[src/rtl/pes_arith_pkg.sv]
// Shared definitions for the serial arithmetic blocks: FSM encoding and default width.
package pes_arith_pkg;

    localparam int unsigned PES_DEFAULT_WIDTH = 8;

    typedef enum logic [1:0] {
        IDLE = 2'd0,
        CALC = 2'd1,
        DONE = 2'd2
    } pes_state_t;

endpackage

[src/rtl/pes_full_subtractor.sv]
// One-bit full subtractor: a - b - bin, producing a difference bit and a borrow out.
module pes_full_subtractor (
    input  logic a,
    input  logic b,
    input  logic bin,
    output logic diff,
    output logic bout
);

    assign diff = a ^ b ^ bin;
    assign bout = (~a & b) | (~(a ^ b) & bin);

endmodule

[src/rtl/pes_serial_subtractor.sv]
// Bit-serial unsigned subtractor: LSB-first, one bit per cycle, valid/ready on both sides.
module pes_serial_subtractor
    import pes_arith_pkg::*;
#(
    parameter int unsigned WIDTH = PES_DEFAULT_WIDTH
) (
    input  logic             i_clk,
    input  logic             i_rst_n,
    input  logic             i_valid,
    output logic             o_ready,
    input  logic [WIDTH-1:0] i_a,
    input  logic [WIDTH-1:0] i_b,
    output logic             o_valid,
    input  logic             i_ready,
    output logic [WIDTH-1:0] o_diff,
    output logic             o_borrow
);

    localparam int unsigned    CW   = $clog2(WIDTH);
    localparam logic [CW-1:0]  LAST = CW'(WIDTH - 1);

    pes_state_t       r_state;
    pes_state_t       w_next;
    logic [WIDTH-1:0] r_a;
    logic [WIDTH-1:0] r_b;
    logic [WIDTH-1:0] r_sh;
    logic [WIDTH-1:0] r_diff;
    logic             r_borrow;
    logic             r_bout;
    logic [CW-1:0]    r_cnt;
    logic             w_d;
    logic             w_bo;
    logic             w_accept;
    logic             w_calc;
    logic             w_last;

    pes_full_subtractor u_fs (
        .a    (r_a[0]),
        .b    (r_b[0]),
        .bin  (r_borrow),
        .diff (w_d),
        .bout (w_bo)
    );

    always_ff @(posedge i_clk) begin
        if (!i_rst_n) r_state <= IDLE;
        else          r_state <= w_next;
    end

    always_comb begin
        w_next  = r_state;
        o_ready = 1'b0;
        o_valid = 1'b0;
        case (r_state)
            IDLE: begin
                o_ready = 1'b1;
                if (i_valid) w_next = CALC;
            end
            CALC: begin
                if (r_cnt == LAST) w_next = DONE;
            end
            DONE: begin
                o_valid = 1'b1;
                if (i_ready) w_next = IDLE;
            end
            default: w_next = IDLE;
        endcase
    end

    assign w_accept = (r_state == IDLE) && i_valid;
    assign w_calc   = (r_state == CALC);
    assign w_last   = w_calc && (r_cnt == LAST);

    // Result goes to separate output registers only on the final bit, so o_diff
    // never shows a partially shifted value.
    always_ff @(posedge i_clk) begin
        if (!i_rst_n) begin
            r_a      <= '0;
            r_b      <= '0;
            r_sh     <= '0;
            r_diff   <= '0;
            r_borrow <= 1'b0;
            r_bout   <= 1'b0;
            r_cnt    <= '0;
        end else begin
            if (w_accept) begin
                r_a      <= i_a;
                r_b      <= i_b;
                r_borrow <= 1'b0;
                r_cnt    <= '0;
            end else if (w_calc) begin
                r_a      <= r_a >> 1;
                r_b      <= r_b >> 1;
                r_sh     <= {w_d, r_sh[WIDTH-1:1]};
                r_borrow <= w_bo;
                if (!w_last) r_cnt <= r_cnt + CW'(1);
            end
            if (w_last) begin
                r_diff <= {w_d, r_sh[WIDTH-1:1]};
                r_bout <= w_bo;
            end
        end
    end

    assign o_diff   = r_diff;
    assign o_borrow = r_bout;

endmodule

[config.mk]
export PLATFORM = sky130hd
export DESIGN_NAME = pes_serial_subtractor
export DESIGN_NICKNAME = d
export VERILOG_FILES = /design/src/rtl/pes_arith_pkg.sv /design/src/rtl/pes_full_subtractor.sv /design/src/rtl/pes_serial_subtractor.sv
export SDC_FILE = /design/constraint.sdc
export NUM_CORES = 1
export LEC_CHECK = 0
export CAP_MARGIN = 25
export CORE_MARGIN = 3
export CORE_UTILIZATION = 50
export DETAILED_ROUTE_END_ITERATION = 7
export GPL_ROUTABILITY_DRIVEN = 0
export PLACE_DENSITY = 0.86
export SLEW_MARGIN = 5
export SYNTH_ARGS = -nofsm -noshare
export SYNTH_HDL_FRONTEND = slang
export SYNTH_SLANG_ARGS = --single-unit
[constraint.sdc]
create_clock -name i_clk -period 1.5 [get_ports i_clk]
set_input_delay 0.3 -clock i_clk [delete_from_list [all_inputs] [get_ports i_clk]]
set_output_delay 0.3 -clock i_clk [all_outputs]
set_load 0.05 [all_outputs]
* Yosys cells after proc, flatten, opt, wreduce, memory -nomap -nowiden
Cells that the tools add are included.
Word-level totals: register bits after elaboration 39, word-level logic and storage cells 43
Operators by class: add/subtract/negate cells 1, eq/ne operators 6, multiplexer cells 10, bitwise logic cells 10, reductions and logical operators 8
Operators by type and width (count):
- 2-to-1 mux 8 bit | 4
- 2-to-1 mux 2 bit | 3
- case mux 2 bit (3 select lines) | 1
- NOT 1 bit | 5
- != test 2 bit, second input constant | 2
- AND reduction 2 bit | 2
- adder 3 x 1 -> 3 bit, second input constant | 1
- equality test 3 bit, second input constant | 1
- AND reduction 3 bit | 1
- bitwise AND 1 bit | 2
- equality test 2 x 1 -> 1 bit, second input constant | 1
- equality test 2 bit, second input constant | 1
- logical AND 1 bit | 2
- logical NOT 2 bit | 1
- 2-to-1 mux 1 bit | 2
- != test 2 x 1 -> 1 bit, second input constant | 1
- nonzero test 2 bit | 1
- OR reduction 2 bit | 1
- bitwise XOR 1 bit | 2
- OR 1 bit | 1

* Logic depth before layout (Yosys ltp)
depth in word-level cells 4, depth in mapped cells 6, mapped depth without buffers 5

* Modules after synthesis
From an unflattened synthesis, not the netlist that was laid out.
Second synthesis, totals: cells, all modules 192, area total of the unflattened synthesis 1641.6 um^2
By module, submodules not included:
- pes_serial_subtractor | times used 1, cells each 188, area an instance 1610.3 um^2, sequential area each 760.7 um^2
- pes_full_subtractor | times used 1, cells each 4, area an instance 31.3 um^2, sequential area each 0.0 um^2

* Worst setup path before layout
No wires, ideal clock.
path type reg-to-reg, start point register r_state[1], end point register r_state[1], setup time 0.070 ns, data arrival time 1.514 ns, slack -0.084 ns, cell stages (with the launch flop) 5, clock period less this slack 1.584 ns, cells stage by stage dfxtp_1 buf_4 nor2b_1 nand2b_1 a21oi_1
Between the ends: cells in the longest elaborated chain, start to end 3, elaborated cells on any way between the ends 8, those cells by class 5 x eq/ne; 1 x mux; 2 x reduce/logical
RTL lines:
- from (decl) | line pes_serial_subtractor.sv:22 | pes_state_t r_state;
- from (signal assigned) | line pes_serial_subtractor.sv:47 | else r_state <= w_next;
- equality test 2 x 1 -> 1 bit, or another cell as far along | line pes_serial_subtractor.sv:54 | case (r_state)
- != test 2 x 1 -> 1 bit (no source line) / != test 2 bit (equally long branches)
- AND reduction 3 bit (no source line)
Parallel ways exist; a longest one is shown, timed or not. A chain may end at the register's enable or synchronous reset.

* Worst setup path after layout
start point register r_state[0], end point output port o_ready
Between the ends: cells in the longest elaborated chain, start to end 2
RTL lines:
- logical NOT 2 bit | line pes_serial_subtractor.sv:54
- 2-to-1 mux 1 bit | line pes_serial_subtractor.sv:54
- to (decl) | line pes_serial_subtractor.sv:10 | output logic o_ready,
No other way between the ends.

==> impl_metrics.env <==
export IMPL_cts_sinks=38
export IMPL_min_period_ns=1.42
export IMPL_drive_above_1_share_pct=18.2
export IMPL_grt_pass1_vias=1358
export IMPL_cts_max_level=2
export IMPL_final_setup_viol_count=0
export IMPL_avgSynthCellArea_um2=8.14
export IMPL_drtAntennaViolNets=0
export IMPL_yosysMostFrequentCell="nand2_1"
export IMPL_synthCells=191
export IMPL_start_util_pct=54.5
export IMPL_skew_ns=0.00384
export IMPL_fin_total_pwr_mw=1.94
export IMPL_hold_buffers=0
export IMPL_clkSlewWorstSetupHoldPaths_ns=0.11
export IMPL_critical_path_max_fanout=10
export IMPL_final_fill_count=212
export IMPL_synth_area_leaders="dfxtp_1 49%, a21oi_1 14%, nand2_1 11%"
export IMPL_synth_area_mm2=0.00155
export IMPL_drt_wl_total_mm=3.56
export IMPL_ir_drop_v=0.000662
export IMPL_crit_arrival_ns=1.12
export IMPL_drv_slew=0
export IMPL_via_per_inst=5.55
export IMPL_dieArea_mm2=0.00381
export IMPL_rsz0062_at_grt="no"
export IMPL_cp_required_ns=1.20
export IMPL_synth_distinct_cells=24
export IMPL_cts_root_buf="clkbuf_4"
export IMPL_die_width_um=61.8
export IMPL_crit_path_start_kind="flop"
export IMPL_grt_overflow=0
export IMPL_slew_headroom_pct=82.2
export IMPL_tritoncts="yes"
export IMPL_pre_cts_slack_ns=-0.100
export IMPL_final_cell_area_mm2=0.00213
export IMPL_synth_top_area_cell="dfxtp_1"
export IMPL_synth_nets=214
export IMPL_vias=1455
export IMPL_cap_violations=0
export IMPL_drc=0
export IMPL_end_kind="primary output"
export IMPL_synth_top_cell_area_share_pct=49.0
export IMPL_setup_ws_ns=0.0808
export IMPL_worstHoldPathType="flop to flop"
export IMPL_num_io_pins=31
export IMPL_row_count=19
export IMPL_setup_tns_ns=0
export IMPL_fin_crit_sh_pct=94.6
export IMPL_synthArstFlopShare_pct=0
export IMPL_drtIter0Drc=59
export IMPL_reg2reg_from="r_cnt[0]"
export IMPL_synth_ff_type="dfxtp_1"
export IMPL_fin_util_pct=74.8
export IMPL_finalHoldViolations=0
export IMPL_grt_usage_pct=21.4
export IMPL_core_area_mm2=0.00285
export IMPL_cts_buffers=5
export IMPL_status="complete, no violations"
export IMPL_ys_ff_latch=38
export IMPL_clk_latency_ns=0.34
export IMPL_ys_seq_area_share_pct=49.0
export IMPL_portBuffers=30
export IMPL_dp_hpwl_mm=2.55
export IMPL_area_growth_pct=37.3
export IMPL_grt_max_degree=21
export IMPL_antenna_found_initial=0
export IMPL_worst_slew_pin_slew_ns=0.267
export IMPL_cts_buffer_depth=2
export IMPL_fmax_mhz=705
export IMPL_num_antenna_cells=0
export IMPL_synth_edf_count=0
export IMPL_ys_warnings_count=0
export IMPL_hp_start="r_b[4]"
export IMPL_grt_pass1_wl_mm=5.95
export IMPL_fin_nets=253
export IMPL_leakagePower_nw=0.795
export IMPL_die_h_um=61.8
export IMPL_drtPass1Iterations=4
export IMPL_wire_per_inst_um=13.6
export IMPL_worst_setup_path_type="flop to primary output"
export IMPL_yosys_top_cells_count="47 x nand2_1, 43 x a21oi_1, 38 x dfxtp_1, 13 x o21ai_0, 10 x nor2_1"
export IMPL_critPathLaunch="r_state[0]"
export IMPL_dpl_cell_area_mm2=0.00205
export IMPL_power_density_mw_per_mm2=911
==> registers in the layout (all words and copies together), names as in the netlist <==
| signal | cells |
|---|---|
| o_borrow | 1 |
| r_borrow | 1 |
| r_sh | 7 |
| r_b | 8 |
| r_a | 8 |
| r_state | 2 |
| o_diff | 8 |
| r_cnt | 3 |
==> layer usage <==
layer	track usage, %	wire length, um	up-vias
met5	0	0	-
met4	10.0	93	0
met3	5.79	152	12
met2	35.0	1750	38
met1	26.2	1560	683
li1	-	-	722
==> per-stage QoR <==
step	instances	hold WS, ns
after CTS	261	0.457
after global routing	262	0.476
after global placement	253	0.436
after floorplan	191	0.430
final	262	0.453
after detailed placement	253	0.441
==> worst max-delay path, cell delays in order (launching register included) <==
cell and delay [ns]:
dfxtp_2 0.40, nor2_1 0.20, buf_12 0.17
==> cell families after synthesis <==
| logic type | count (synthesis) | synth area share (%) |
|---|---|---|
| flops | 38 | 49.0 |
| simple gates | 71 | 21.1 |
| fa+ha+maj | 3 | 2.90 |
| xor+xnor | 1 | 0.564 |
| compound gates | 62 | 21.6 |
| buf+inv | 16 | 4.91 |
==> final timing paths <==
| check | cells after the start | slack (ns) | end |
|---|---|---|---|
| max reg2reg | 5 | 0.08 | o_borrow |
| max | 2 | 0.08 | o_ready |
| min | 2 | 0.45 | r_b[3] |
| min reg2reg | 2 | 0.45 | r_b[3] |
==> timing repair <==
action	in CTS	in global routing
hold endpoints to repair	0	0
resized for setup	4	1
setup endpoints to repair	4	10
setup buffers	0	1
==> where the power goes <==
group / switching, mW / internal, mW
combinational: 0.145 / 0.153
clock: 0.326 / 0.227
sequential: 0.0355 / 1.06
total: 0.507 / 1.44
==> layout make-up <==
type | count | area, um2 | area share, %
flip-flops and latches | 38 | 766 | 35.9
multi-input cells | 137 | 726 | 34.0
repair buffers | 44 | 528 | 24.8
clock buffers | 7 | 55.1 | 2.58
well taps | 31 | 38.8 | 1.82
inverters | 4 | 15.0 | 0.704
clock inverters | 1 | 5.00 | 0.235
==> layout by cell type (no fill, tap or decap), types with 2 or more instances in the layout <==
master	count
a21oi_1	43
inv_1	4
buf_4	13
buf_12	12
nand2_1	47
clkdlybuf4s50_1	19
nand2b_1	2
dfxtp_1	36
ha_1	2
a211oi_1	2
nor2_1	10
o21ai_0	13
o221a_2	3
nor2b_1	3
clkbuf_4	5
nand3_1	2
Note: power is estimated with default switching activity, not from simulation.
